--- src/rtl/csr_issue_pkg.sv ---
// rtl/csr_issue_pkg.sv - shared CSR op codes, funct3 codes, FSM states and op/enable decode for csr_issue
package csr_issue_pkg;

  localparam logic [1:0] CSR_RW = 2'b01;
  localparam logic [1:0] CSR_RS = 2'b10;
  localparam logic [1:0] CSR_RC = 2'b11;

  localparam logic [2:0] F3_CSRRW  = 3'b001;
  localparam logic [2:0] F3_CSRRS  = 3'b010;
  localparam logic [2:0] F3_CSRRC  = 3'b011;
  localparam logic [2:0] F3_CSRRWI = 3'b101;
  localparam logic [2:0] F3_CSRRSI = 3'b110;
  localparam logic [2:0] F3_CSRRCI = 3'b111;

  // addr[11:10] value marking the read-only CSR range
  localparam logic [1:0] CSR_RO_RANGE = 2'b11;

  typedef enum logic [1:0] {
    ST_IDLE   = 2'd0,
    ST_ACCESS = 2'd1,
    ST_WB     = 2'd2
  } state_t;

  typedef struct packed {
    logic       valid_op;
    logic       rena;
    logic       wena;
    logic [1:0] op;
  } csr_dec_t;

  // RW skips the read when rd is x0; RS/RC skip the write when the source is zero
  function automatic csr_dec_t csr_decode(input logic [2:0] funct3,
                                          input logic       rd_zero,
                                          input logic       src_zero);
    csr_dec_t d;
    d.op       = funct3[1:0];
    d.valid_op = (funct3[1:0] != 2'b00);
    d.rena     = 1'b0;
    d.wena     = 1'b0;
    case (funct3[1:0])
      CSR_RW: begin
        d.rena = !rd_zero;
        d.wena = 1'b1;
      end
      CSR_RS, CSR_RC: begin
        d.rena = 1'b1;
        d.wena = !src_zero;
      end
      default: ;
    endcase
    return d;
  endfunction

endpackage

--- src/rtl/csr_issue.sv ---
// rtl/csr_issue.sv - execute-stage Zicsr initiator, one CSR instruction in flight
// Optional CSR_ILLEGAL_CHECK_EN: flags invalid funct3 and writes to read-only CSRs.
module csr_issue
  import csr_issue_pkg::*;
#(
  parameter int XLEN      = 64,
  parameter int REG_IDX_W = 5
) (
  input  logic                 clk,
  input  logic                 rst,
  input  logic                 in_valid,
  output logic                 in_ready,
  input  logic [2:0]           in_funct3,
  input  logic [11:0]          in_csr_addr,
  input  logic [REG_IDX_W-1:0] in_rs1_idx,
  input  logic [XLEN-1:0]      in_rs1_data,
  input  logic [REG_IDX_W-1:0] in_rd,
  input  logic                 flush,
  output logic [11:0]          csr_addr,
  output logic                 csr_rena,
  output logic                 csr_wena,
  output logic [1:0]           csr_op,
  output logic [XLEN-1:0]      csr_wdata,
  input  logic [XLEN-1:0]      csr_rdata,
  output logic                 wb_valid,
  input  logic                 wb_ready,
  output logic [REG_IDX_W-1:0] wb_rd,
  output logic [XLEN-1:0]      wb_data,
  output logic                 csr_illegal
);

  state_t                 state, state_next;
  logic [2:0]             funct3_q;
  logic [11:0]            addr_q;
  logic [REG_IDX_W-1:0]   src_idx_q;
  logic [XLEN-1:0]        rs1_data_q;
  logic [REG_IDX_W-1:0]   rd_q;
  logic [XLEN-1:0]        wb_data_q;
  logic                   illegal_q;

  csr_dec_t               dec;
  logic [XLEN-1:0]        operand;
  logic                   illegal_c;

  assign dec     = csr_decode(funct3_q, rd_q == '0, src_idx_q == '0);
  assign operand = funct3_q[2] ? {{(XLEN-REG_IDX_W){1'b0}}, src_idx_q} : rs1_data_q;

`ifdef CSR_ILLEGAL_CHECK_EN
  assign illegal_c = !dec.valid_op || (dec.wena && (addr_q[11:10] == CSR_RO_RANGE));
`else
  assign illegal_c = 1'b0;
`endif

  always_comb begin
    state_next = state;
    in_ready   = 1'b0;
    csr_addr   = '0;
    csr_rena   = 1'b0;
    csr_wena   = 1'b0;
    csr_op     = '0;
    csr_wdata  = '0;
    wb_valid   = 1'b0;
    case (state)
      ST_IDLE: begin
        in_ready = 1'b1;
        if (in_valid && !flush) state_next = ST_ACCESS;
      end
      ST_ACCESS: begin
        csr_addr  = addr_q;
        csr_op    = dec.op;
        csr_wdata = operand;
        // a flush kills the access before it has any side effect
        csr_rena  = dec.rena && !flush;
        csr_wena  = dec.wena && !illegal_c && !flush;
        state_next = flush ? ST_IDLE : ST_WB;
      end
      ST_WB: begin
        wb_valid = 1'b1;
        if (wb_ready) state_next = ST_IDLE;
      end
      default: state_next = ST_IDLE;
    endcase
  end

  always_ff @(posedge clk or negedge rst) begin
    if (!rst) begin
      state      <= ST_IDLE;
      funct3_q   <= '0;
      addr_q     <= '0;
      src_idx_q  <= '0;
      rs1_data_q <= '0;
      rd_q       <= '0;
      wb_data_q  <= '0;
      illegal_q  <= 1'b0;
    end else begin
      state <= state_next;
      if (state == ST_IDLE && in_valid && !flush) begin
        funct3_q   <= in_funct3;
        addr_q     <= in_csr_addr;
        src_idx_q  <= in_rs1_idx;
        rs1_data_q <= in_rs1_data;
        rd_q       <= in_rd;
      end
      // the CSR file updates on this same edge, so csr_rdata is the pre-write value
      if (state == ST_ACCESS && !flush) begin
        wb_data_q <= dec.rena ? csr_rdata : '0;
        illegal_q <= illegal_c;
      end
      if (state == ST_WB && wb_ready) illegal_q <= 1'b0;
    end
  end

  assign wb_rd       = rd_q;
  assign wb_data     = wb_data_q;
  assign csr_illegal = illegal_q;

endmodule

--- config.mk ---
export PLATFORM = sky130hd
export DESIGN_NAME = csr_issue
export DESIGN_NICKNAME = d
export VERILOG_FILES = /design/src/rtl/csr_issue_pkg.sv /design/src/rtl/csr_issue.sv
export SDC_FILE = /design/constraint.sdc
export NUM_CORES = 1
export LEC_CHECK = 0
export ABC_AREA = 0
export BUFFER_PORTS_ARGS = -buffer_cell sky130_fd_sc_hd__buf_2
export CAP_MARGIN = 0
export CORE_AREA = 2 2 121 123
export CTS_BUF_LIST = sky130_fd_sc_hd__clkbuf_2
export DETAILED_ROUTE_END_ITERATION = 10
export DIE_AREA = 0 0 123 125
export GPL_TIMING_DRIVEN = 0
export PLACE_DENSITY = 0.9
export SYNTH_ARGS = -nofsm -noshare
export SYNTH_HDL_FRONTEND = slang
export SYNTH_SLANG_ARGS = --single-unit
--- constraint.sdc ---
create_clock -name clk -period 4.1 [get_ports clk]
set_input_delay 0.205 -clock clk [delete_from_list [all_inputs] [get_ports clk]]
set_output_delay 0.205 -clock clk [all_outputs]
set_load 0.1 [all_outputs]
; ---- Yosys cells after proc, flatten, opt, wreduce, memory -nomap -nowiden
; Index checks and enable logic that the tools add are counted.
[totals]
register_bits = 156
in_bits = 158
out_inout_bits = 152
word_cells = 47
[op_classes]
n_eq_ne = 7
muxes = 16
reduce_logical = 16
[op_table]
columns = op, n
row1 = $mux W64, 3
row2 = $mux W12, 1
row3 = $logic_not A5 Y1, 2
row4 = $mux W2, 4
row5 = $logic_and A1 B1 Y1, 7
row6 = $eq A2 B2 Y1 const B, 3
row7 = $mux W1, 6
row8 = $pmux W2 S3, 1
row9 = $eq A2 B1 Y1 const B, 2
row10 = $ne A2 B2 Y1 const B, 2
row11 = $pmux W2 S2, 1
row12 = $logic_not A1 Y1, 3
row13 = $logic_not A2 Y1, 1
row14 = $reduce_and A2 Y1, 1
row15 = $reduce_bool A2 Y1, 1
row16 = $reduce_or A2 Y1, 1

; ---- Longest topological paths before layout
; Gate-level depths: netlist of run 1.
[depth]
ltp_word = 5
depth_mapped = 6
ltp_nobuf = 3

; ---- Worst setup path after synthesis of run 1
; No wires, ideal clock.
[synth_path]
kind = register -> output
start = reg state[1]
end = out csr_wena
t_arrival_ps = 3588
required_ps = 3895
slack_ps = 307
stages_incl_launch_ff = 6
path_buffers = 3
cell_sequence = dfrtp_1 > or3b_1 > clkbuf_1 > buf_2 > clkbuf_1 > a311oi_1
[synth_between]
elab_chain_cells = 2
[synth_rtl]
columns = element, line_no
row1 = "start, declared", csr_issue.sv:32  ; state_t state, state_next;
row2 = "start signal, assigned", csr_issue.sv:96  ; state <= state_next;
row3 = $eq A2 B1 Y1, csr_issue.sv:63  ; case (state)
row4 = $mux W1, csr_issue.sv:63
row5 = "end, declared", csr_issue.sv:21  ; output logic csr_wena,
; No other way between the ends.

; ---- Worst setup path in the final report of run 1
[layout_path]
start = reg state[1]
end = out csr_wdata[56]
[layout_between]
elab_chain_cells = 2
[layout_rtl]
columns = element, line_no
row1 = $eq A2 B1 Y1, csr_issue.sv:63
row2 = $mux W64, csr_issue.sv:63
row3 = "end, declared", csr_issue.sv:23  ; output logic [XLEN-1:0] csr_wdata,
; No other way between the ends.

==> results of run 1 <==
[final cells by class]
type                            instances  area [um^2]
Inverter                                2         7.51
Fill cell                             915         4360
Tap cell                              184          230
Sequential cell                       155         3880
Clock buffer                           18         90.1
Multi-Input combinational cell        252         2180
Buffer                                 34          168
Antenna cell                            2         5.00
Clock inverter                         14          143
Timing Repair Buffer                  466         3150
[worst max-delay path, delay by kind of cell, from the launching register on]
kind                   cells  cell delay [ns]
buffers and inverters      3             1.13
DFF                        1             0.49
and+or+nand+nor            3             0.91
[repair_timing]
item / 4_1_cts / 5_1_grt
endpoints found under the hold margin: 309 / 0
hold buffers: 157 / 0
setup buffers: 0 / 0
[registers in the layout (all words and copies together) (netlist names)]
name        count
rs1_data_q     64
wb_data        64
addr_q         12
src_idx_q       5
wb_rd           5
funct3_q        3
state           2
[stage by stage]
step | instance area [um^2] | power (W) | std cells | hold WS, ns | utilization
6_report | 9850 | 0.00597 | 1127 | 0.195 | 0.693
5_1_grt | 9850 | 0.00617 | 1127 | 0.117 | 0.693
4_1_cts | 9840 | 0.00590 | 1125 | 0.112 | 0.693
3_5_place_dp | 8040 | 0.00492 | 936 | 0.284 | 0.566
3_3_place_gp | 8010 | 0.00486 | 935 | 0.412 | 0.564
2_1_floorplan | 6230 | 0.00439 | 443 | -0.0906 | -
[cells by family (layout without fill, tap and decap cells)]
group	count (synthesis)	after routing
other	1	3
buffers and inverters	36	534
multiplexers	93	93
AO/OA/AOI/OAI	68	68
flip-flops	155	155
AND/OR/NAND/NOR	90	90
[metal layers]
layer | track usage | vias up | part of all wire
met5 | 0 | - | 0
met4 | 0.162 | 0 | 0.050
met3 | 0.0762 | 92 | 0.064
met2 | 0.505 | 318 | 0.52
met1 | 0.306 | 2909 | 0.36
li1 | - | 2539 | -
[synth_stat cells]
master | n | area share
dfrtp_1 | 155 | 0.62
mux2_2 | 88 | 0.16
and2_1 | 73 | 0.073
a22o_1 | 64 | 0.090
clkbuf_1 | 16 | 0.0096
buf_2 | 11 | 0.0088
nor2_1 | 9 | 0.0054
buf_4 | 7 | 0.0084
mux2i_1 | 5 | 0.0080
inv_1 | 2 | 0.0012
nand2b_1 | 2 | 0.0020
nor4_1 | 2 | 0.0020
o21ai_0 | 2 | 0.0016
a211oi_2 | 1 | 0.0020
a311oi_1 | 1 | 0.0014
conb_1 | 1 | 0.00060
nand2_1 | 1 | 0.00060
nor2b_1 | 1 | 0.0010
nor4b_1 | 1 | 0.0014
or3b_1 | 1 | 0.0014
[path summary, 6_finish.rpt]
kind	start	endpoint	slack, ns	cells after the start
worst min-delay path	wb_ready	state[1]	0.20	3
max in group asynchronous	rst	wb_data[20]	2.04	4
worst max-delay path	state[1]	csr_wdata[56]	0.63	6
min in group asynchronous	rst	wb_data[5]	0.51	3
worst min register to register	rs1_data_q[21]	rs1_data_q[21]	0.53	1
worst max register to register	state[1]	rs1_data_q[62]	1.86	4
[power groups by stage]
stage	Clock [W]	Combinational [W]	Sequential, W
2_1_floorplan	0	0.000843	0.00354
3_3_place_gp	0	0.00274	0.00212
3_5_place_dp	0	0.00278	0.00214
4_1_cts	0.000879	0.00290	0.00211
5_1_grt	0.000960	0.00302	0.00219
6_report	0.000872	0.00295	0.00215
==> metrics, run 1 <==
Worst setup SP type flip-flop; Sink Count 155; Int Power 0.00285 W; Worst Skew 0.0470 ns; worst skew pair latency 0.73 ns; Ys Warns 0; layout cells sized above 1 0.473; largest family of logic cells by synthesized area multiplexers; via count 5858; via/cell ratio 5.20; First DRT Iteration DRCs 353; Final HPWL DP 12.4 mm; power share of the clock group 0.146; Simple-Gate Fraction of Synth Area 0.0871; Synth Area in Adders 0; Net Sw Frac 0.522; GRT Util Overall 0.287; CP max-delay cell dfrtp_1; crit path cell chain nand2b_1 -> nor2_1 -> clkbuf_1 -> clkbuf_1 -> and2_1 -> buf_2; Placeable Area 14200 um^2; routability congestion estimate 0.825; TritonCTS Buffers 17; TritonCTS clock tree yes; I/O Buffers 308; grt ovf 0; period utilisation layout 0.847; final setup violation count 0; max incr delay on CP 0.49 ns; DRT Wirelength 21.9 mm; post-synthesis mux area share 0.167; Final WS setup 0.627 ns; Final Hold Fails 0; Net Sw Power 0.00311 W; pin count of the biggest net entering global routing 79; initial antenna violation count 2; Netlist cell types 20; DR WL/cell 19.4 um; static leakage 5.04 nW; crit path max fanout 10; RSZ-0062 raised after global routing false; WP data arrival 3.27 ns; worst vdd ir 433 uV; H-tree levels 4; site row count 44; Area Growth Syn to Fin 58.0%; Die W 123 um; Crit path top cell by count clkbuf_1; pwr/cell area 606 nW/um^2; sequential power share 0.360; Detail Route Antenna Nets 0; post_cts resized 0; Tmin final 3.47 ns; final slew viol count 0; outcome finished, final reports clean; leading cell types in the layout, fill and taps excluded 318 x buf_2, 157 x dlygate4sd3_1, 155 x dfrtp_1; f_max 288 MHz; max_cap viols 0; die area 15400 um^2; XOR/XNOR share of the synthesized area 0; most common cell after layout, fill and taps aside buf_2; Syn Inst Count 443; sequential area share after synthesis 0.622; CP Capture Type output pin; Die H 125 um; Worst-path clk slew 0.26 ns; WS Path Type flip-flop to output pin; synthesized net count 601; CP required 3.89 ns; root buffer cell clkbuf_2; clk buf depth 2; Slew @ Worst Pin 0.743 ns; Comb power frac 0.494; number of global-route vias before repair 6393; global-route wire length before repair 33.2 mm; Setup TNS 0 ns; slew margin rel. 0.503; Synth Area in Compound Gates 0.0949; TritonRoute pass-1 iters 5; synthesized cell area 6230 um^2; min-delay worst type input pin to flip-flop; fin nets 1086; syn avg cell area 14.1 um^2; initial cell density of the core 0.439; io pins 310; #FFs+latches synth 155; # DRC 0; Setup Slack @ Placement 1.48 ns
Power figures use the tool's default switching activity.
==> run 2, diff against run 1 <==
- ABC_AREA: 0 -> 1
- CORE_AREA: 2 2 121 123 -> unset
- CORE_UTILIZATION: unset -> 48
- DIE_AREA: 0 0 123 125 -> unset
- PLACE_DENSITY: 0.9 -> 0.94
- clock period: 4.1 -> 3.4 ns (I/O delays scaled with it)
==> metrics, run 2 <==
post-route insts no fill 1519 (+35%); worst vdd ir 455 uV (+5.1%); RSZ-0062 raised after global routing false; slew margin rel. 0.564 (+0.0607); Synth Area in Compound Gates 0.0173 (-0.0776); number of global-route vias before repair 8463 (+32%); Comb power frac 0.508 (+0.014); initial cell density of the core 0.496 (+0.0574); io pins 310 (unchanged); synth cell count leaders 432 x nand2_1, 155 x dfrtp_1, 81 x nor2_1, 67 x nand3_1, 32 x buf_2; # DRC 0 (unchanged); I/O Buffers 308 (unchanged); WS Path Type flip-flop to output pin; outcome finished, final reports clean; Slew @ Worst Pin 0.655 ns (-0.0886 ns); clk buf depth 2 (unchanged); Final Hold Fails 0 (unchanged); Final Power 0.00706 W (+18%); Die W 120 um (-2.7%); Final HPWL DP 14.8 mm (+19%); #FFs+latches synth 155 (unchanged); Ys Warns 0 (unchanged); layout cells sized above 1 0.290 (-0.183); post_cts resized 0 (unchanged); routability congestion estimate 0.862 (+4.5%); fin nets 1486 (+37%); via/cell ratio 5.40 (+3.9%); Netlist cell types 17 (-15%); via count 8203 (+40%); Sink Count 155 (unchanged); number of synthesized flops with an enable pin 0 (unchanged); CP Capture Type output pin; syn avg cell area 7.94 um^2 (-44%); DRT Wirelength 27.5 mm (+25%); Worst Skew 0.0291 ns (-0.0180 ns); DP Area 8450 um^2 (+5.1%); pin count of the biggest net entering global routing 77 (-2.5%); TritonCTS clock tree yes; GRT Util Overall 0.391 (+0.105); Simple-Gate Fraction of Synth Area 0.344 (+0.257); static leakage 5.88 nW (+17%); power share of the clock group 0.131 (-0.015); Die H 120 um (-4.2%); Synth Area in Adders 0 (unchanged); TritonRoute pass-1 iters 5 (unchanged); most frequent cell after synthesis nand2_1; grt ovf 0 (unchanged); site row count 42 (-4.5%); period utilisation layout 0.846; Net Sw Frac 0.548 (+0.0267); post-synthesis mux area share 0 (-0.167); ys async rst share 1.00 (unchanged); XOR/XNOR share of the synthesized area 0 (unchanged); min-delay worst type input pin to flip-flop; largest family of logic cells by synthesized area simple AND/OR/NAND/NOR gates; sequential area share after synthesis 0.583 (-0.0390); Post-CTS Hold Buffers 162 (+3.2%); DR WL/cell 18.1 um (-6.9%); First DRT Iteration DRCs 768 (+120%); area leader, netlist dfrtp_1; Tmin final 2.88 ns; WP data arrival 2.71 ns (-0.56 ns); crit path max fanout 10 (unchanged); Worst setup SP type flip-flop; Net Sw Power 0.00387 W (+24%); Post-CTS Setup Bufs 0 (unchanged); Worst-path clk slew 0.23 ns (-0.03 ns); sequential power share 0.361 (about the same); pwr/cell area 687 nW/um^2 (+13%); leading cell types in the layout, fill and taps excluded 432 x nand2_1, 339 x buf_2, 162 x dlygate4sd3_1; Placeable Area 13400 um^2 (-5.7%); global-route wire length before repair 42.8 mm (+29%); flop-to-flop setup slack 0.98 ns (-0.88 ns); most common cell after layout, fill and taps aside nand2_1; Int Power 0.00319 W (+12%); f_max 348 MHz; max_cap viols 0 (unchanged); Syn Inst Count 838 (+89%); Yosys top cell area share 0.583 (-0.0390); worst skew pair latency 0.71 ns (-0.02 ns); Synth Flop Type dfrtp_1; TritonCTS Buffers 17 (unchanged); Detail Route Antenna Nets 0 (unchanged); Inst Count DP 1323 (+41%); Finished Cell Area 10300 um^2 (+4.3%); synthesized net count 996 (+66%); initial antenna violation count 2 (unchanged); H-tree levels 4 (unchanged); synthesized cell area 6650 um^2 (+6.7%); CP required 3.23 ns (-0.66 ns); root buffer cell clkbuf_2; final slew viol count 0 (unchanged); Area contributors post-synth dfrtp_1 58%, nand2_1 24%, nand3_1 5.0%; die area 14300 um^2 (-6.8%); final setup violation count 0 (unchanged); Area Growth Syn to Fin 54.5%
==> run 2: cell count changes in the layout (fill, tap and decap cells not counted), moves of 5 or more <==
cell	delta
nand2_1	+431
and2_1	-72
mux2_2	-88
inv_1	+15
mux2i_1	-5
buf_2	+21
a22o_1	-64
nor2_1	+72
dlygate4sd3_1	+5
o21ai_0	+14
nand3_1	+67
==> run 2: per-stage QoR <==
step                      setup TNS (ns)  setup WS (ns)  hold slack (ns)  utilization
after global routing                   0          0.416           0.0797        0.767
after detailed placement               0           1.38            0.243        0.630
after global placement             -3.47        -0.0327            0.353        0.628
after floorplan                        0          0.278           -0.126            -
final                                  0          0.523            0.103        0.767
after CTS                              0          0.533           0.0373        0.766
==> run 2: worst max-delay path: stages, from the launching register on <==
cell      delay [ns]
dfrtp_1         0.42
clkbuf_1        0.18
inv_2           0.21
clkbuf_1        0.41
nand2_1         0.09
nor2_1          0.22
buf_2           0.48
==> run 2: area by class of cell <==
| type | instances | area, um^2 |
|---|---|---|
| plain buffers | 56 | 292 |
| inverters | 20 | 75.1 |
| clock inverters | 12 | 101 |
| fillers | 767 | 3130 |
| clock buffers | 20 | 100 |
| multi-input cells | 607 | 2400 |
| repair buffers | 471 | 3200 |
| well taps | 176 | 220 |
| diodes | 2 | 5.00 |
| flip-flops and latches | 155 | 3880 |
==> run 2: final timing paths <==
kind	start	to	cells past startpoint
min reg2reg	wb_data[9]	wb_data[9]	2
min in group asynchronous	rst	wb_data[25]	3
max reg2reg	state[1]	rs1_data_q[52]	8
max	funct3_q[2]	csr_wdata[45]	6
min	flush	wb_data[62]	7
max in group asynchronous	rst	wb_data[6]	4
==> run 2: kinds of logic (layout without fill, tap and decap cells) <==
family                 after synthesis  count (layout)
AO/OA/AOI/OAI                       22              22
other                                1               3
AND/OR/NAND/NOR                    584             584
flip-flops                         155             155
buffers and inverters               76             579
==> run 2: power by group through the flow <==
stage	clock network, W	registers, W	logic, W
floorplan	0	0.00417	0.000990
global placement	0	0.00252	0.00326
detailed placement	0	0.00253	0.00331
CTS	0.000925	0.00250	0.00346
global route	0.00101	0.00258	0.00372
finish	0.000926	0.00255	0.00358
==> run 2: metal layers <==
metal  global-route usage  up-vias  wire length (um)
met3                0.113      187              2830
li1                     -     3537                 -
met2                0.655      667             13100
met1                0.424     3812              9620
met5                    0        -                 0
met4                0.283        0              1910
==> run 3, diff against run 2 <==
- clock period: 3.4 -> 2.8 ns (I/O delays scaled with it)
==> metrics, run 3 (synthesized netlist as in run 2, its figures left out) <==
Post-CTS Setup Bufs 0 (unchanged); worst vdd ir 476 uV (+4.5%); CP required 2.66 ns (-0.57 ns); max incr delay on CP 0.45 ns (-0.03 ns); Setup Slack @ Placement 0.811 ns (-0.574 ns); pin count of the biggest net entering global routing 80 (+3.9%); number of global-route vias before repair 8441 (-0.26%); fin nets 1498 (+0.81%); Worst Skew 0.0363 ns (+0.00728 ns); final slew viol count 0 (unchanged); Tmin final 2.76 ns; crit path cell chain inv_2 -> nand2_1 -> buf_2 -> a21oi_1 -> buf_4; clk buf depth 2 (unchanged); H-tree levels 4 (unchanged); hold_ws 0.0995 ns (-0.00363 ns); slew margin rel. 0.525 (-0.0391); Placeable Area 13400 um^2 (unchanged); outcome finished, final reports clean; site row count 42 (unchanged); flop-to-flop setup slack 0.29 ns (-0.69 ns); TritonRoute pass-1 iters 9 (+4); f_max 362 MHz; leading cell types in the layout, fill and taps excluded 432 x nand2_1, 312 x buf_2, 174 x dlygate4sd3_1; die area 14300 um^2 (unchanged); Area Growth Syn to Fin 57.7%; initial cell density of the core 0.496 (unchanged); Detail Route Antenna Nets 0 (unchanged); Die W 120 um (unchanged); max_cap viols 0 (unchanged); final core occ 0.782 (+0.0158); layout cells sized above 1 0.286 (-0.00373); pwr/cell area 842 nW/um^2 (+22%); Final HPWL DP 14.9 mm (+0.70%); DP Area 8450 um^2 (about the same); worst skew pair latency 0.68 ns (-0.03 ns); CP Capture Type output pin; Sink Count 155 (unchanged); routability congestion estimate 0.846 (-1.8%); final setup violation count 0 (unchanged); First DRT Iteration DRCs 915 (+19%); WS Path Type flip-flop to output pin; initial antenna violation count 2 (unchanged); io pins 310 (unchanged); grt ovf 0 (unchanged); Final WS setup 0.0391 ns (-0.484 ns); TritonCTS clock tree yes; global-route wire length before repair 44.4 mm (+4.0%); Worst-path clk slew 0.22 ns (about the same); most common cell after layout, fill and taps aside nand2_1; Die H 120 um (unchanged); via/cell ratio 5.73 (+6.1%); TritonCTS Buffers 17 (unchanged); Slew @ Worst Pin 0.713 ns (+0.0587 ns); I/O Buffers 308 (unchanged); GRT Util Overall 0.408 (+0.0164); CP max-delay cell dfrtp_1; Setup TNS 0 ns (unchanged); Finished Cell Area 10500 um^2 (+2.1%); crit path max fanout 10 (unchanged); static leakage 5.91 nW (+0.53%); Final Hold Fails 0 (unchanged); min-delay worst type input pin to flip-flop; period utilisation layout 0.986; DR WL/cell 20.3 um (+12%); via count 8747 (+6.6%); # DRC 0 (unchanged); WP data arrival 2.62 ns (-0.09 ns); root buffer cell clkbuf_2; Worst setup SP type flip-flop; DRT Wirelength 30.9 mm (+12%)
-- run 3: cell type report --
cell class | count | area [um^2]
repair buffers | 483 | 3380
diodes | 3 | 7.51
clock buffers | 17 | 85.1
plain buffers | 56 | 294
flip-flops and latches | 155 | 3880
inverters | 20 | 75.1
multi-input cells | 607 | 2410
clock inverters | 10 | 130
well taps | 176 | 220
fillers | 739 | 2920
-- run 3: power breakdown --
| part | switching, W | total [W] | internal, W | leakage, nW |
|---|---|---|---|---|
| registers | 0.000366 | 0.00312 | 0.00275 | 1.96 |
| logic | 0.00363 | 0.00445 | 0.000823 | 3.82 |
| clock network | 0.000796 | 0.00126 | 0.000465 | 0.135 |
-- run 3: worst paths after layout --
check / start / to / cells past startpoint
max: state[1] / csr_wdata[3] / 5
min: flush / wb_data[62] / 7
max reg2reg: state[0] / rs1_data_q[46] / 8
min in group asynchronous: rst / wb_data[26] / 3
max in group asynchronous: rst / wb_data[63] / 4
min reg2reg: wb_data[50] / wb_data[50] / 2
-- run 3: routing by layer --
| layer | share of wire | vias up | routed length (um) | track usage |
|---|---|---|---|---|
| met5 | 0 | - | 0 | 0 |
| met4 | 0.093 | 0 | 2880 | 0.299 |
| met3 | 0.12 | 300 | 3660 | 0.110 |
| met2 | 0.46 | 906 | 14300 | 0.675 |
| met1 | 0.33 | 3985 | 10100 | 0.451 |
| li1 | - | 3556 | - | - |
-- run 3: timing repair --
action / CTS / global route
hold buffers: 174 / 0
gates resized for setup: 1 / 37
hold endpoints to repair: 310 / 0
endpoints found under the setup margin: 1 / 39
pin swaps: 0 / 0
-- run 3: through the flow --
| step | total power [W] | instances |
|---|---|---|
| after floorplan | 0.00627 | 838 |
| after global placement | 0.00701 | 1322 |
| after detailed placement | 0.00709 | 1323 |
| after CTS | 0.00848 | 1524 |
| after global routing | 0.00908 | 1526 |
| final | 0.00883 | 1527 |
-- run 3: worst max-delay path: cells and delay by family (launching register included) --
kind / cells / cell delay [ns]
buffers and inverters: 3 / 0.80
DFF: 1 / 0.45
AOI/OAI and AO/OA: 1 / 0.42
and+or+nand+nor: 1 / 0.27
